==> src/rtl/alarm_match.sv <==
// alarm_match: settable BCD alarm time with synchronized keys and match/fire strobes.
module alarm_match #(
  parameter logic [5:0] RST_HH = 6'h07,
  parameter logic [6:0] RST_MM = 7'h00
) (
  input  logic       cclk,
  input  logic       rst_n,
  input  logic       set_btn,
  input  logic       inc_btn,
  input  logic       en_sw,
  input  logic [5:0] cur_hh,
  input  logic [6:0] cur_mm,
  output logic       cc1,
  output logic       cc2,
  output logic [5:0] alm_hh,
  output logic [6:0] alm_mm,
  output logic [1:0] mode
);
  typedef enum logic [1:0] {IDLE = 2'd0, SET_H = 2'd1, SET_M = 2'd2, BAD = 2'd3} mode_t;
  mode_t state, state_nx;
  logic [1:0] set_s, inc_s, en_s;
  logic set_h, inc_h, fire_r;
  logic set_ev, inc_ev, armed, hmatch, fmatch;
  logic [5:0] hh_nx;
  logic [6:0] mm_nx;
  always_ff @(posedge cclk or negedge rst_n)
    if (!rst_n) begin
      set_s <= '0;
      inc_s <= '0;
      en_s  <= '0;
      set_h <= 1'b0;
      inc_h <= 1'b0;
    end else begin
      set_s <= {set_s[0], set_btn};
      inc_s <= {inc_s[0], inc_btn};
      en_s  <= {en_s[0], en_sw};
      set_h <= set_s[1];
      inc_h <= inc_s[1];
    end
  // a set event on the same cycle swallows any inc event
  assign set_ev = set_s[1] & ~set_h;
  assign inc_ev = inc_s[1] & ~inc_h & ~set_ev;
  always_ff @(posedge cclk or negedge rst_n)
    if (!rst_n) state <= IDLE;
    else state <= state_nx;
  always_comb begin
    state_nx = state;
    if (state == BAD) state_nx = IDLE;
    else if (set_ev) state_nx = state == IDLE ? SET_H : state == SET_H ? SET_M : IDLE;
  end
  always_comb begin
    hh_nx = alm_hh == 6'h23 ? 6'h00 :
            alm_hh[3:0] == 4'd9 ? {alm_hh[5:4] + 2'd1, 4'd0} : {alm_hh[5:4], alm_hh[3:0] + 4'd1};
    mm_nx = alm_mm == 7'h59 ? 7'h00 :
            alm_mm[3:0] == 4'd9 ? {alm_mm[6:4] + 3'd1, 4'd0} : {alm_mm[6:4], alm_mm[3:0] + 4'd1};
  end
  always_ff @(posedge cclk or negedge rst_n)
    if (!rst_n) begin
      alm_hh <= RST_HH;
      alm_mm <= RST_MM;
    end else begin
      if (inc_ev && state == SET_H) alm_hh <= hh_nx;
      if (inc_ev && state == SET_M) alm_mm <= mm_nx;
    end
  assign armed  = en_s[1] & (state == IDLE);
  assign hmatch = cur_hh == alm_hh;
  assign fmatch = hmatch & (cur_mm == alm_mm);
  // cc2 fires on the rising edge of the armed full match, aligned with fire_r
  always_ff @(posedge cclk or negedge rst_n)
    if (!rst_n) begin
      cc1    <= 1'b0;
      cc2    <= 1'b0;
      fire_r <= 1'b0;
    end else begin
      cc1    <= hmatch & armed;
      fire_r <= fmatch & armed;
      cc2    <= fmatch & armed & ~fire_r;
    end
  assign mode = state;
endmodule

==> config.mk <==
export PLATFORM = sky130hd
export DESIGN_NAME = alarm_match
export DESIGN_NICKNAME = d
export VERILOG_FILES = /design/src/rtl/alarm_match.sv
export SDC_FILE = /design/constraint.sdc
export NUM_CORES = 1
export LEC_CHECK = 0
export ABC_AREA = 1
export BUFFER_PORTS_ARGS = -buffer_cell sky130_fd_sc_hd__clkbuf_2
export CAP_MARGIN = 20
export CORE_MARGIN = 2
export CORE_UTILIZATION = 35
export CTS_BUF_LIST = sky130_fd_sc_hd__clkbuf_8
export DETAILED_ROUTE_END_ITERATION = 10
export GPL_TIMING_DRIVEN = 0
export PLACE_DENSITY = 0.63
export SLEW_MARGIN = 20
export SYNTH_ARGS = -nofsm -noshare
export SYNTH_HDL_FRONTEND = slang
export SYNTH_SLANG_ARGS = --single-unit
==> constraint.sdc <==
create_clock -name cclk -period 3.7 [get_ports cclk]
set_clock_uncertainty 0.1 [all_clocks]
set_input_delay 0.37 -clock cclk [delete_from_list [all_inputs] [get_ports cclk]]
set_output_delay 0.37 -clock cclk [all_outputs]
set_load 0.01 [all_outputs]
==> impl_metrics.csv, run 1 <==
group,metric,value,unit
clock_network,cts_buffers,3,
place,portBuffers,34,
clock_network,cts.path.max_buffers,2,
sta,grt_setup_unrepaired,"no",
drt,vias_per_cell,4.28,
synthesis,syn_inst,179,
power_and_ir_drop,ir_worst_vdd,0.235,mV
worst_setup_path,worst-setup-path-type,"reg -> reg",
layout,nNetsFinal,243,
clock_network,cts_tree,"done",
synthesis,ys_ff_latch,26,
drt,vias,1134,
clock_network,insertion_delay,0.26,ns
drt,ant_nets,0,
sta,relSlewSlack,0.590,
place,dpl_worst_slack,2.17,ns
layout,antennaDiodeCount,0,
worst_hold_path,hold_path_class,"in -> async",
clock_network,root_buffer,"clkbuf_8",
floorplanning,fp-row-count,22,
floorplanning,die_h,66.9,µm
worst_setup_path,worst-endpoint-arrival,1.58,ns
layout,drive_above_1_share,0.281,
sta,drv_slew,0,
worst_setup_path,ff2ff_path_depth,6,
clock_network,post-cts-setup-buffer-count,0,
clock_network,cts_hold_buf,0,
floorplanning,start_util,0.372,
floorplanning,die_w,66.9,µm
global_routing,grtUsageTotal,0.114,
synthesis,yosys-top-cells-area,"dfrtp_1 (42%), nand2_1 (17%), ha_1 (6.3%)",
sta,fin_crit_sh,0.414,
floorplanning,ios,35,
layout,post-route-util,0.446,
worst_setup_path,required,3.75,ns
synthesis,yosys.area.top_type_share,0.416,
place,dpl_cell_area,1610,µm²
power_and_ir_drop,p_leak,0.000940,µW
place,dp.final_hpwl,1.83,mm
synthesis,netlist.top_cell.by_area,"dfrtp_1",
worst_setup_path,worstPathMaxFanout,8,
layout,syn_to_final_growth,19.9,%
worst_setup_path,end_kind,"flip-flop",
synthesis,syn_area,1380,µm²
sta,tightestPinTransition,0.614,ns
synthesis,yosysUniqueCellTypes,22,
place,place_congestion,0.765,
drt,finalWirelength,2.33,mm
drt,drc,0,
sta,finalSetupTns,0,ns
global_routing,grtUsageMet2,0.181,
drt,drt_iter0_drc,36,
sta,fmax,653,MHz
global_routing,grt_util_met3,0.0203,
synthesis,ys_warn_count,0,
clock_network,ctsResizeCount,0,
drt,firstDrtPassIters,4,
global_routing,grt-busiest-layer,"met2",
synthesis,synth_nets,204,
sta,fin_crit,1.53,ns
floorplanning,core_area,3720,µm²
global_routing,grt-ovfl-total,0,
run,maxCapViolations,0,
layout,fillers,405,
global_routing,grt_pass1_wl,3.97,mm
power_and_ir_drop,p_per_area,446,nW/µm²
clock_network,clock-sinks,26,
floorplanning,die_area,4470,µm²
global_routing,antenna_found_initial,0,
global_routing,grt_max_degree,27,
layout,fin_area,1660,µm²
sta,setup_slack,2.17,ns
synthesis,synth-seq-area-share,0.473,
global_routing,grt_pass1_vias,938,
global_routing,grtUsageMet1,0.160,
worst_setup_path,critPathLaunchType,"flip-flop",
sta,setup_viol,0,
synthesis,syn_avg_cell_area,7.72,µm²
sta,hold_viol,0,
clock_network,cts.clk_slew.worst_paths,0.09,ns
status,outcome,"complete, no violations",
clock_network,htreeDepth,1,
drt,routedWlPerCell,8.78,µm
## synthesized netlist by cell type, drive strengths merged
cell type,instances
a21boi,1
nand3b,2
dfstp,3
xor2,1
o21ai,7
dfrtp,23
a21oi,2
nor2,23
nand3,8
o21a,1
inv,32
xnor2,1
nand2,66
ha,7
o22ai,2
## logic make-up (layout without fill, tap and decap cells)
kind of cell             Yosys count  count (layout)  share of synthesized area
AO/OA/AOI/OAI                     13              13                     0.0552
buffers and inverters             32              70                     0.0869
XOR/XNOR                           2               2                     0.0127
adder cells (fa/ha/maj)            7               7                     0.0633
AND/OR/NAND/NOR                   99              99                      0.309
flip-flops                        26              26                      0.473
## routing by layer
metal | vias to the layer above | share of wire
met5 | - | 0
met4 | 0 | 0.0060
met3 | 2 | 0.053
met2 | 27 | 0.41
met1 | 489 | 0.53
li1 | 616 | -
## through the flow
stage	std cells	power [µW]	hold WS, ns
5_1_grt	265	800	0.0576
3_5_place_dp	261	594	0.236
3_3_place_gp	261	590	0.231
2_1_floorplan	179	515	-0.0256
4_1_cts	265	752	0.0350
6_report	265	739	0.00577
## area by class of cell
cell class,count,area (µm²),share of cell area
Sequential cell,26,654,0.395
Multi-Input combinational cell,121,608,0.367
Timing Repair Buffer,34,170,0.103
Inverter,32,120,0.0725
Tap cell,48,60.1,0.0362
Clock buffer,3,41.3,0.0249
Clock inverter,1,3.75,0.00226
## worst paths after layout
kind                                start        end  slack (ns)
worst max-delay path            alm_hh[0]  alm_hh[3]        2.17
worst min-delay path                rst_n  alm_mm[2]       0.006
worst max register to register  alm_hh[0]  alm_hh[3]        2.17
worst min register to register   set_s[0]   set_s[1]        0.25
max in group asynchronous           rst_n  alm_mm[1]        3.09
min in group cclk                   en_sw    en_s[0]        0.11
## critical path, cell delays in order (launching register included)
cell     delay, ns
dfstp_2       0.61
ha_1          0.17
nand2_1       0.05
nor2_1        0.24
o21ai_2       0.14
nand2_1       0.08
nor2_1        0.04
## registers in the layout, indices dropped and copies added (netlist names)
name / cells
alm_mm: 7
alm_hh: 6
en_s: 2
inc_s: 2
mode: 2
set_s: 2
cc1: 1
cc2: 1
fire_r: 1
inc_h: 1
set_h: 1
## where the power goes
group / internal, µW / total, µW / switching, µW
logic: 85.3 / 195 / 110
clock network: 74.0 / 155 / 80.6
registers: 331 / 389 / 57.6
## layout by cell type (no fill, tap or decap), drive strengths merged
| master | count |
|---|---|
| nand2 | 66 |
| a21boi | 1 |
| clkbuf | 37 |
| dfstp | 3 |
| inv | 33 |
| xnor2 | 1 |
| nand3 | 8 |
| nand3b | 2 |
| nor2 | 23 |
| dfrtp | 23 |
| a21oi | 2 |
| xor2 | 1 |
| o22ai | 2 |
| ha | 7 |
| o21ai | 7 |
| o21a | 1 |
(Power assumes the default switching activity.)
==> run 2, diff against run 1 <==
- PLACE_DENSITY: 0.63 -> 0.65
- clock period: 3.7 -> 1.3 ns (I/O delays scaled with it)
==> run 2 against run 1 <==
Net effect: the flow now finishes with violations (setup timing); setup slack got worse by 2.3 ns; hold slack improved by 0.046 ns; critical endpoint is now alm_hh[4]; flip-flop and latch count did not move; final area rose by 15%; cell count rose by 7.2%; register-to-register slack got worse by 2.3 ns; clock power rose to 3.3 times the previous value.
==> impl_metrics.csv, run 2 (synthesis gave the netlist of run 1 again) <==
group,metric,value,unit
status,outcome,"finished, violations left",
status,violations,"setup timing",
clock_network,cts.path.max_buffers,2,
drt,drc,0,
power_and_ir_drop,power.switching,860,µW
place,dpl_worst_slack,-0.137,ns
layout,largest_reg_flops,7,
drt,vias,1244,
layout,final_common_cell,"nand2_1",
sta,setup_viol,9,
clock_network,clock-sinks,26,
layout,drive_above_1_share,0.373,
floorplanning,core_area,3720,µm²
power_and_ir_drop,pwr-share-clk,0.193,
sta,drv_slew,0,
floorplanning,die_area,4470,µm²
worst_setup_path,required,1.36,ns
power_and_ir_drop,p_leak,0.00106,µW
drt,ant_nets,0,
floorplanning,die_w,66.9,µm
power_and_ir_drop,p_seq_frac,0.416,
sta,fin_crit_sh,1.09,
sta,setup_slack,-0.121,ns
place,place_congestion,0.779,
clock_network,insertion_delay,0.26,ns
worst_setup_path,critPathLaunchType,"flip-flop",
clock_network,cts_tree,"done",
clock_network,htreeDepth,1,
drt,routedWlPerCell,9.45,µm
clock_network,cts_buffers,3,
global_routing,grt_max_degree,27,
place,portBuffers,34,
drt,vias_per_cell,4.38,
worst_hold_path,holdCritStartpoint,"cur_hh[4]",
power_and_ir_drop,p_int,1770,µW
layout,regMostFlops,"alm_mm",
global_routing,grtUsageTotal,0.135,
global_routing,grt_pass1_wl,4.64,mm
drt,finalWirelength,2.68,mm
floorplanning,fp-row-count,22,
global_routing,grt-ovfl-total,0,
layout,top_regs,"alm_mm x7, alm_hh x6",
place,dp.final_hpwl,1.86,mm
floorplanning,die_h,66.9,µm
layout,post-route-util,0.515,
layout,syn_to_final_growth,38.4,%
power_and_ir_drop,combPwrFrac,0.391,
power_and_ir_drop,p_sw_frac,0.327,
power_and_ir_drop,ir_worst_vdd,0.698,mV
sta,fmax,704,MHz
layout,antennaDiodeCount,0,
worst_setup_path,r2r-start,"alm_hh[1]",
floorplanning,ios,35,
sta,hold_viol,0,
worst_setup_path,worst-endpoint-arrival,1.49,ns
sta,relSlewSlack,0.566,
worst_hold_path,hold_path_class,"in -> reg",
worst_setup_path,end_kind,"flip-flop",
layout,final_cell_mix,"nand2_1 (60), clkbuf_2 (32), dfrtp_1 (22)",
run,maxCapViolations,0,
worst_setup_path,critPathLaunch,"alm_hh[1]",
layout,fillers,371,
drt,drt_iter0_drc,44,
sta,tightestPinTransition,0.651,ns
clock_network,cts.clk_slew.worst_paths,0.09,ns
power_and_ir_drop,p_per_area,1370,nW/µm²
layout,nNetsFinal,262,
drt,firstDrtPassIters,4,
global_routing,grt_pass1_vias,1151,
sta,grt_setup_unrepaired,"yes",
global_routing,antenna_found_initial,0,
power_and_ir_drop,totalPowerFinal,2630,µW
clock_network,root_buffer,"clkbuf_8",
worst_setup_path,worstPathMaxFanout,4,
worst_setup_path,worst-setup-path-type,"reg -> reg",
sta,fin_crit,1.42,ns
sta,timing.hold.ws,0.0517,ns
floorplanning,start_util,0.372,
==> run 2: changes by cell type in the layout (fill, tap and decap cells not counted), moves of 3 or more <==
cell           delta
nor2_4            +3
ha_1              -3
buf_6             +3
nand2_1           -3
dlygate4sd3_1     +4
buf_4            +13
==> run 2: path summary, 6_finish.rpt <==
check                       endpoint  slack [ns]  cells after the start
min                              cc1        0.05                      4
max reg2reg                alm_hh[4]       -0.12                      7
min reg2reg                  en_s[1]        0.26                      0
min in group asynchronous  alm_mm[2]        0.32                      2
max in group asynchronous  alm_mm[0]        0.33                      2
max                        alm_hh[4]       -0.12                      7
==> run 2: what timing repair did <==
action / in CTS / in global routing
resized for setup: 6 / 15
buffers inserted: 11 / 4
hold endpoints to repair: 26 / 0
hold buffers: 4 / 0
endpoints found under the setup margin: 13 / 18
pin swaps: 7 / 10
==> run 2: routing by layer <==
layer,up-vias,routed length (µm),part of all wire,track usage
met1,558,1230,0.46,0.170
met4,0,19,0.0071,0.0434
met5,-,0,0,0
met3,4,139,0.052,0.0253
li1,652,-,-,-
met2,30,1290,0.48,0.231
==> run 2: metrics by stage <==
step                std cells  instance area [µm²]  setup TNS (ns)
CTS                       280                 1830          -0.681
floorplan                 179                 1390          -0.367
global route              284                 1910           -1.83
global placement          261                 1620          -0.961
finish                    284                 1910          -0.701
detailed placement        261                 1620          -0.972
==> run 2: area by class of cell <==
type	instances	area, µm²	area share
sequential	26	656	0.343
clock buffer	4	55.1	0.0288
inverter	32	120	0.0628
timing repair buffer	53	337	0.176
tap	48	60.1	0.0314
multi-input combinational	121	686	0.358
==> run 2: power by group through the flow <==
stage / Combinational, µW / Clock [µW] / Sequential [µW]
floorplan: 328 / 0 / 1140
global placement: 554 / 0 / 1130
detailed placement: 564 / 0 / 1130
CTS: 864 / 542 / 1100
global route: 1150 / 573 / 1120
finish: 1030 / 507 / 1090
==> run 2: critical path: stages (launching register included) <==
cell,delay [ns]
dfstp_2,0.57
buf_6,0.11
ha_4,0.14
nand2_4,0.05
nor2_4,0.14
o21ai_4,0.09
nand2_1,0.07
nand2_1,0.05
==> run 3, diff against run 2 <==
- TNS_END_PERCENT: default -> 50
==> run 3 against run 2 <==
Net effect: the run still ends with setup timing left; largest cell class unchanged; routed wire length decreased by 4.0%; die area unchanged; flip-flop and latch count unchanged; critical path depth unchanged; hold slack improved by 0.0038 ns; combinational power decreased by 18%.
==> impl_metrics.csv, run 3 (synthesis gave the netlist of run 1 again) <==
group,metric,value,unit
drt,firstDrtPassIters,4,
clock_network,cts_tree,"done",
worst_setup_path,worst-endpoint-arrival,1.51,ns
place,post-place-cells,261,
clock_network,clock-sinks,26,
floorplanning,core_area,3720,µm²
worst_setup_path,worstPathMaxFanout,3,
power_and_ir_drop,p_leak,0.00102,µW
run,maxCapViolations,0,
layout,largest_reg_flops,7,
status,outcome,"finished, violations left",
global_routing,grt_max_degree,27,
worst_hold_path,hold_path_class,"in -> reg",
sta,hold_viol,0,
layout,antennaDiodeCount,0,
place,place_congestion,0.773,
sta,setup_slack,-0.118,ns
sta,fmax,705,MHz
layout,final_cells,275,
power_and_ir_drop,ir_worst_vdd,0.708,mV
sta,fin_crit_sh,1.09,
drt,vias,1166,
floorplanning,ios,35,
layout,final_cell_mix,"nand2_1 (60), clkbuf_2 (31), inv_1 (21), dfrtp_1 (21), nor2_1 (15)",
drt,finalWirelength,2.58,mm
drt,vias_per_cell,4.24,
global_routing,grt_pass1_vias,1039,
floorplanning,start_util,0.372,
layout,regMostFlops,"alm_mm",
global_routing,grt_pass1_wl,4.34,mm
sta,tightestPinTransition,0.638,ns
floorplanning,die_area,4470,µm²
global_routing,grtUsageTotal,0.127,
layout,final_common_cell,"nand2_1",
floorplanning,die_h,66.9,µm
floorplanning,fp-row-count,22,
layout,nNetsFinal,253,
floorplanning,die_w,66.9,µm
sta,grt_setup_unrepaired,"yes",
power_and_ir_drop,p_per_area,1350,nW/µm²
drt,ant_nets,0,
worst_setup_path,critPathLaunchType,"flip-flop",
drt,drc,0,
sta,setup_viol,10,
drt,routedWlPerCell,9.37,µm
sta,timing.hold.ws,0.0555,ns
worst_setup_path,worst-setup-path-type,"reg -> reg",
place,portBuffers,34,
layout,top_regs,"alm_mm x7, alm_hh x6",
global_routing,grt-ovfl-total,0,
sta,drv_slew,0,
clock_network,root_buffer,"clkbuf_8",
clock_network,cts.path.max_buffers,2,
clock_network,insertion_delay,0.26,ns
drt,drt_iter0_drc,19,
global_routing,antenna_found_initial,0,
worst_setup_path,required,1.40,ns
sta,relSlewSlack,0.575,
layout,syn_to_final_growth,33.4,%
clock_network,cts_buffers,3,
clock_network,htreeDepth,1,
clock_network,cts.clk_slew.worst_paths,0.09,ns
sta,fin_crit,1.42,ns
layout,drive_above_1_share,0.352,
place,dp.final_hpwl,1.87,mm
status,violations,"setup timing",
worst_setup_path,end_kind,"flip-flop",
==> run 3: cell types whose count changed in the layout (fill, tap and decap cells not counted), sizes merged <==
cell and change:
clkbuf -1, buf -8
==> run 3: metal layers <==
layer | track usage | wire length [µm]
met2 | 0.210 | 1180
met4 | 0.0485 | 24
met5 | 0 | 0
met1 | 0.163 | 1250
met3 | 0.0270 | 130
==> run 3: final cells by class <==
class,count,area (µm²)
fillers,396,1870
inverters,32,123
repair buffers,44,265
multi-input cells,121,684
well taps,48,60.1
clock buffers,4,55.1
flip-flops and latches,26,657
==> run 3: final timing paths <==
kind / from / to / slack, ns / cells past startpoint
min reg2reg: en_s[0] / en_s[1] / 0.26 / 0
min: cur_hh[4] / cc1 / 0.06 / 4
max in group asynchronous: rst_n / alm_mm[1] / 0.33 / 2
max reg2reg: alm_hh[1] / alm_hh[0] / -0.12 / 7
min in group asynchronous: rst_n / alm_hh[4] / 0.32 / 2
max: alm_hh[1] / alm_hh[0] / -0.12 / 7
==> run 3: where the power goes <==
group / leakage [µW] / internal, µW / switching [µW] / total, µW
clock network: 0.0000288 / 270 / 234 / 504
logic: 0.000665 / 430 / 419 / 849
registers: 0.000325 / 950 / 180 / 1130
total: 0.00102 / 1650 / 832 / 2480
==> run 3: stage by stage <==
step / setup slack, ns / cell area, µm² / TNS, ns / utilization / power [µW]
6_report: -0.118 / 1840 / -0.859 / 0.496 / 2480
5_1_grt: -0.236 / 1840 / -2.13 / 0.496 / 2660
3_5_place_dp: -0.146 / 1620 / -1.13 / 0.435 / 1700
4_1_cts: -0.126 / 1780 / -0.896 / 0.479 / 2370
3_3_place_gp: -0.139 / 1620 / -1.17 / 0.435 / 1690
2_1_floorplan: -0.0753 / 1390 / -0.391 / - / 1470
==> run 3: worst max-delay path, cell delays in order (launching register included) <==
cell     delay, ns
dfstp_2       0.58
buf_6         0.12
ha_4          0.15
nand2_4       0.05
nor2_4        0.13
nor2_1        0.06
nand2_1       0.10
o21ai_1       0.07
==> run 3: timing repair <==
action                                 in CTS  in global routing
buffers inserted                            3                  3
setup endpoints to repair                  13                 17
endpoints found under the hold margin      26                  0
hold buffers                                4                  0
pin swaps                                   9                  6
resized for setup                           9                 14
